$ cat config.mk
export PLATFORM = sky130hd
export DESIGN_NAME = shield_scheduler
export DESIGN_NICKNAME = d
export VERILOG_FILES = /design/src/rtl/shield_scheduler.sv
export SDC_FILE = /design/constraint.sdc
export NUM_CORES = 1
export LEC_CHECK = 0
export CAP_MARGIN = 5
export CORE_MARGIN = 2
export CORE_UTILIZATION = 51
export DETAILED_ROUTE_END_ITERATION = 10
export PLACE_DENSITY = 0.87
export SKIP_CTS_REPAIR_TIMING = 1
export SYNTH_ARGS = -nofsm -noshare
export SYNTH_HDL_FRONTEND = slang
export SYNTH_SLANG_ARGS = --single-unit
$ cat constraint.sdc
create_clock -name clk -period 6 [get_ports clk]
set_input_delay 1.2 -clock clk [delete_from_list [all_inputs] [get_ports clk]]
set_output_delay 1.2 -clock clk [all_outputs]
set_load 0.01 [all_outputs]
$ cat src/rtl/shield_scheduler.sv
// Shield power-up sequencer: cooldown, round-robin pickup spawn, held-shield hit
// gating and post-break grace window, with registered sprite/debug outputs.
module shield_scheduler #(
  parameter int unsigned SPAWN_DELAY  = 120,
  parameter int unsigned DESPAWN_TIME = 240,
  parameter int unsigned SHIELD_TIME  = 200,
  parameter int unsigned GRACE_TIME   = 60,
  parameter int unsigned OFFSET       = 64,
  parameter logic [10:0] XPOS0 = 11'd300,
  parameter logic [10:0] XPOS1 = 11'd100,
  parameter logic [10:0] XPOS2 = 11'd700,
  parameter logic [10:0] XPOS3 = 11'd500,
  parameter logic [10:0] YPOS0 = 11'd200,
  parameter logic [10:0] YPOS1 = 11'd500,
  parameter logic [10:0] YPOS2 = 11'd350,
  parameter logic [10:0] YPOS3 = 11'd120
) (
  input  logic        clk,
  input  logic        rst_n,
  input  logic        game_en,
  input  logic        frame_tick,
  input  logic [9:0]  hit,
  input  logic [10:0] xpos_donkey,
  input  logic [10:0] ypos_donkey,
  output logic [9:0]  hit_pass,
  output logic        is_shielded,
  output logic        shield_visible,
  output logic [10:0] xpos_shield,
  output logic [10:0] ypos_shield,
  output logic [2:0]  state_dbg
);

  typedef enum logic [2:0] {
    IDLE      = 3'd0,
    COOLDOWN  = 3'd1,
    AVAILABLE = 3'd2,
    ACTIVE    = 3'd3,
    GRACE     = 3'd4
  } state_t;

  localparam logic [7:0]  LD_SPAWN   = 8'(SPAWN_DELAY - 1);
  localparam logic [7:0]  LD_DESPAWN = 8'(DESPAWN_TIME - 1);
  localparam logic [7:0]  LD_SHIELD  = 8'(SHIELD_TIME - 1);
  localparam logic [7:0]  LD_GRACE   = 8'(GRACE_TIME - 1);
  localparam logic [11:0] BOX        = 12'(OFFSET);

  state_t      state, state_nx;
  logic [7:0]  cnt, cnt_nx;
  logic [1:0]  slot, slot_nx;
  logic        timeout, pickup;
  logic [11:0] box_x, box_y, don_x, don_y;

  function automatic logic [10:0] slot_x(input logic [1:0] s);
    case (s)
      2'd0:    slot_x = XPOS0;
      2'd1:    slot_x = XPOS1;
      2'd2:    slot_x = XPOS2;
      default: slot_x = XPOS3;
    endcase
  endfunction

  function automatic logic [10:0] slot_y(input logic [1:0] s);
    case (s)
      2'd0:    slot_y = YPOS0;
      2'd1:    slot_y = YPOS1;
      2'd2:    slot_y = YPOS2;
      default: slot_y = YPOS3;
    endcase
  endfunction

  function automatic logic [7:0] load_value(input state_t s);
    case (s)
      COOLDOWN:  load_value = LD_SPAWN;
      AVAILABLE: load_value = LD_DESPAWN;
      ACTIVE:    load_value = LD_SHIELD;
      GRACE:     load_value = LD_GRACE;
      default:   load_value = 8'd0;
    endcase
  endfunction

  // Box test is widened to 12 bits so XPOS+OFFSET near the top of range cannot wrap.
  assign box_x   = {1'b0, slot_x(slot)};
  assign box_y   = {1'b0, slot_y(slot)};
  assign don_x   = {1'b0, xpos_donkey};
  assign don_y   = {1'b0, ypos_donkey};
  assign pickup  = (don_x >= box_x) && (don_x < box_x + BOX) &&
                   (don_y >= box_y) && (don_y < box_y + BOX);
  assign timeout = frame_tick && (cnt == 8'd0);

  always_comb begin
    state_nx = state;
    slot_nx  = slot;
    if (!game_en) begin
      state_nx = IDLE;
      slot_nx  = 2'd0;
    end else begin
      case (state)
        IDLE:      state_nx = COOLDOWN;
        COOLDOWN:  if (timeout) state_nx = AVAILABLE;
        AVAILABLE: begin
          if (pickup) begin
            state_nx = ACTIVE;
          end else if (timeout) begin
            state_nx = COOLDOWN;
            slot_nx  = slot + 2'd1;
          end
        end
        ACTIVE: begin
          if (|hit) begin
            state_nx = GRACE;
          end else if (timeout) begin
            state_nx = COOLDOWN;
            slot_nx  = slot + 2'd1;
          end
        end
        GRACE: begin
          if (timeout) begin
            state_nx = COOLDOWN;
            slot_nx  = slot + 2'd1;
          end
        end
        default:   state_nx = IDLE;
      endcase
    end

    // A tick in the entry cycle is not counted: entry reloads instead of decrementing.
    if (!game_en) begin
      cnt_nx = 8'd0;
    end else if (state_nx != state) begin
      cnt_nx = load_value(state_nx);
    end else if (frame_tick && (cnt != 8'd0)) begin
      cnt_nx = cnt - 8'd1;
    end else begin
      cnt_nx = cnt;
    end
  end

  always_ff @(posedge clk or negedge rst_n) begin
    if (!rst_n) begin
      state          <= IDLE;
      cnt            <= 8'd0;
      slot           <= 2'd0;
      hit_pass       <= '0;
      is_shielded    <= 1'b0;
      shield_visible <= 1'b0;
      xpos_shield    <= XPOS0;
      ypos_shield    <= YPOS0;
      state_dbg      <= 3'd0;
    end else begin
      state          <= state_nx;
      cnt            <= cnt_nx;
      slot           <= slot_nx;
      // Masking uses the state in force when the hit arrived, so a hit coinciding
      // with pickup still passes and one coinciding with the break is absorbed.
      hit_pass       <= ((state == ACTIVE) || (state == GRACE)) ? '0 : hit;
      is_shielded    <= (state_nx == ACTIVE);
      shield_visible <= (state_nx == AVAILABLE);
      xpos_shield    <= slot_x(slot_nx);
      ypos_shield    <= slot_y(slot_nx);
      state_dbg      <= state_nx;
    end
  end

endmodule

==> results_tabular.tex <==
\begin{tabular}{lr}
\hline
Metric & Value \\
\hline
\multicolumn{2}{l}{\textbf{Critical path}} \\
CP Max Fanout & 16 \\
Worst Setup End Kind & flop \\
Worst Path Class, Setup & in -> reg \\
Setup slack on the worst flop-to-flop path & roughly 1.8 ns \\
CP arrival & approximately 4.5 ns \\
Logic depth of the worst register-to-register path & 14 \\
Required @ worst endpoint & 6.21 ns \\
Crit start category & primary input \\
\multicolumn{2}{l}{\textbf{Finish}} \\
Layout cell share with drive strength beyond 1 & 4.255\% \\
Signed area change from the synthesized netlist to the final layout & 28.32\% \\
Nets@finish & between 300 and 400 \\
Antenna fix cells & 0 \\
\multicolumn{2}{l}{\textbf{Synth}} \\
Number of enable flip-flop cells after synthesis & 0 \\
Synth warnings & 0 \\
Prevailing post-synth register cell & dfrtp\_1 \\
Cells after synthesis & 274 \\
Number of distinct library cells after synthesis & 50 \\
Syn Area/Cell & 8.868 um2 \\
Sequential fraction of the synthesis area & 34.19\% \\
Total standard cell area after synthesis & 2430 um2 \\
\#FFs+latches synth & 33 \\
Proportion of synthesized flip-flops having asynchronous set or reset & 100.0\% \\
\multicolumn{2}{l}{\textbf{Timing}} \\
Final cycle utilization of the critical path & 71.07\% \\
Hold slack & 0.5681 ns \\
Remaining max-slew budget at the tightest pin & roughly half \\
Worst clock skew & roughly 0.0049 ns \\
RSZ-0062 raised after global routing & false \\
Setup-violating endpoint count in the final report & 0 \\
Final slew viol count & 0 \\
Final critical-path setup slack & 1.736 ns \\
Period minus WS final & 4.264 ns \\
FMAX & roughly 230 MHz \\
Final hold violation count & 0 \\
Sum of negative setup slack & 0 ns \\
Tightest Pin Transition & 0.7438 ns \\
\multicolumn{2}{l}{\textbf{Clock tree}} \\
H-tree Lvls & 2 \\
CTS buffer count & 5 \\
Later-pin clock latency in the skew report & 0.29 ns \\
Number of sinks handled by clock tree synthesis & 33 \\
Maximum buffer depth of the clock tree & 2 \\
CTS tree & done \\
Clk slew on worst S/H paths & around 0.07 ns \\
CTS Root Cell & clkbuf\_8 \\
\multicolumn{2}{l}{\textbf{Global routing}} \\
Antenna violations before repair & 0 \\
Via count of the first global-routing pass & 2090 \\
Wire length of the first global-routing pass & 8990 um \\
GRT Util Overall & around 21\% \\
Pin count of the biggest net entering global routing & 34 \\
Total gr overflow & 0 \\
\multicolumn{2}{l}{\textbf{Detailed routing}} \\
Final routed wirelength across all metal layers & 5340 um \\
Count of TritonRoute iterations in the first routing pass & 4 \\
Via count normalized by instance count & 5.640 \\
DRC violations left & 0 \\
Post-DR wirelength/cell & 13.94 um \\
Via count & roughly 2200 \\
Initial detailed-routing violation count & 90 \\
Antenna violation net count after detailed routing & 0 \\
\multicolumn{2}{l}{\textbf{Power}} \\
Leak Pwr & 1.393 nW \\
Power per cell area & 185.1 nW/um2 \\
Max VDD drop & 0.0001603 V \\
\multicolumn{2}{l}{\textbf{Floorplan}} \\
Starting density of the core & 52.13\% \\
Die Outline Area & 5333 um2 \\
Chip width & 73.03 um \\
Core Rows & 25 \\
I/O pin total & 73 \\
Height of the chip & around 73 um \\
Placeable core area & 4661 um2 \\
\multicolumn{2}{l}{\textbf{Flow run}} \\
Total of max-cap violations & 0 \\
\multicolumn{2}{l}{\textbf{Place}} \\
HPWL after detailed placement & 4052 um \\
Quantity of I/O buffers inserted on ports & 61 \\
Pre-CTS setup slack & roughly 1.5 ns \\
Final weighted congestion of routability-driven global placement & 0.9150 \\
\multicolumn{2}{l}{\textbf{Min path}} \\
Hold Path Stages & 2 \\
HP Class & reg -> reg \\
\multicolumn{2}{l}{\textbf{Run status}} \\
Status & completed \\
\hline
\end{tabular}
-- synthesized netlist by cell type, drive strengths merged, types with 2 or more instances --
cell    count  share of area [%]
o211ai      2               0.62
or4         2               0.62
xor2        2               0.72
clkbuf      6               0.93
xnor2       2               0.72
inv        21                3.2
a31oi       3               0.77
nor3        5                1.0
buf        16                4.8
a21o        6                1.9
o311ai      3                1.1
dfrtp      29                 30
nor2       24                3.7
and2       13                3.3
o31ai       2               0.62
and3        2               0.51
nand3      10                2.1
nor4        3               0.77
a21oi      10                2.1
a221o       2               0.82
dfstp       4                4.3
o21ai      14                2.9
a211oi      3               0.93
o22ai       4                1.0
o311a       2               0.82
nor2b       4                1.0
nand2b      7                1.8
a22oi       2               0.62
ha         34                 18
conb        2               0.31
nand2      18                2.8
-- cell type report --
type	count	area, um2
fill	361	1543
multi-input combinational	205	1406
sequential	33	830.8
timing repair buffer	62	618.1
clock buffer	7	86.33
inverter	21	78.83
tap	54	67.56
clock inverter	1	30.03
-- cells in the final DEF, fill, tap and decap left out, types with 3 or more instances in the layout --
cell and count:
dfrtp_1 29, nand2b_1 7, o21ai_0 12, a31oi_1 3
conb_1 9, o22ai_1 4, nand3_1 10, nor3_1 5
nor4_1 3, o311ai_0 3, a211oi_1 3, a21oi_1 10
dfstp_2 4, nor2_1 24, nor2b_1 4, clkdlybuf4s50_1 61
clkbuf_8 6, and2_1 13, a21o_1 6, nand2_1 18
ha_1 34, inv_1 21
-- critical path, stage by stage --
cell             delay, ns
clkdlybuf4s50_1       0.44
ha_1                  0.21
or4_1                 0.51
a221o_1               0.29
a21oi_1               0.12
o311a_1               0.18
and2_1                0.27
o21ai_1               0.11
a221o_1               0.58
or3b_1                0.44
a21oi_1               0.13
-- final timing paths --
| path | to | start |
|---|---|---|
| min in group asynchronous | ypos_shield[4] | rst_n |
| max in group asynchronous | xpos_shield[3] | rst_n |
| hold reg to reg | cnt[1] | cnt[1] |
| hold / removal | cnt[1] | cnt[1] |
| setup reg to reg | cnt[4] | ypos_shield[5] |
| setup / recovery | cnt[4] | xpos_donkey[10] |
-- registers in the layout, summed over array words and instances, names as in the netlist --
signal	count
is_shielded	1
hit_pass	10
state	3
ypos_shield	6
slot	1
shield_visible	1
xpos_shield	3
cnt	8
-- cells by family (layout without fill, tap and decap cells) --
group	count (synthesis)	count (layout)	share of synthesized area, %
compound gates	61	61	16.84
xor+xnor	4	4	1.442
fa+ha+maj	34	34	17.51
buf+inv	43	91	9.011
flops	33	33	34.19
mux	1	1	0.4120
other cells	2	9	0.3091
simple gates	96	96	20.29
-- per-layer routing --
metal  track usage [%]  routed length, um  vias up
li1                  -                  -     1050
met3             5.939                391       11
met2             36.64               2709       93
met5                 0                  0        -
met1             25.44               2145     1006
met4             8.025                 93        0
-- through the flow --
stage / instances / total power (W) / utilization (%) / cell area (um2)
floorplan: 281 / 0.0003154 / - / 2456
global placement: 375 / 0.0003594 / 64.40 / 3002
detailed placement: 375 / 0.0003633 / 64.40 / 3002
CTS: 383 / 0.0005803 / 66.90 / 3118
global route: 383 / 0.0006044 / 66.90 / 3118
finish: 383 / 0.0005772 / 66.90 / 3118
-- report_power, final --
part,internal [W],switching (W)
combinational,0.0000582,0.0000570
sequential,0.000234,0.0000115
clock,0.000135,0.0000810
Note: power is estimated with default switching activity, not from simulation.
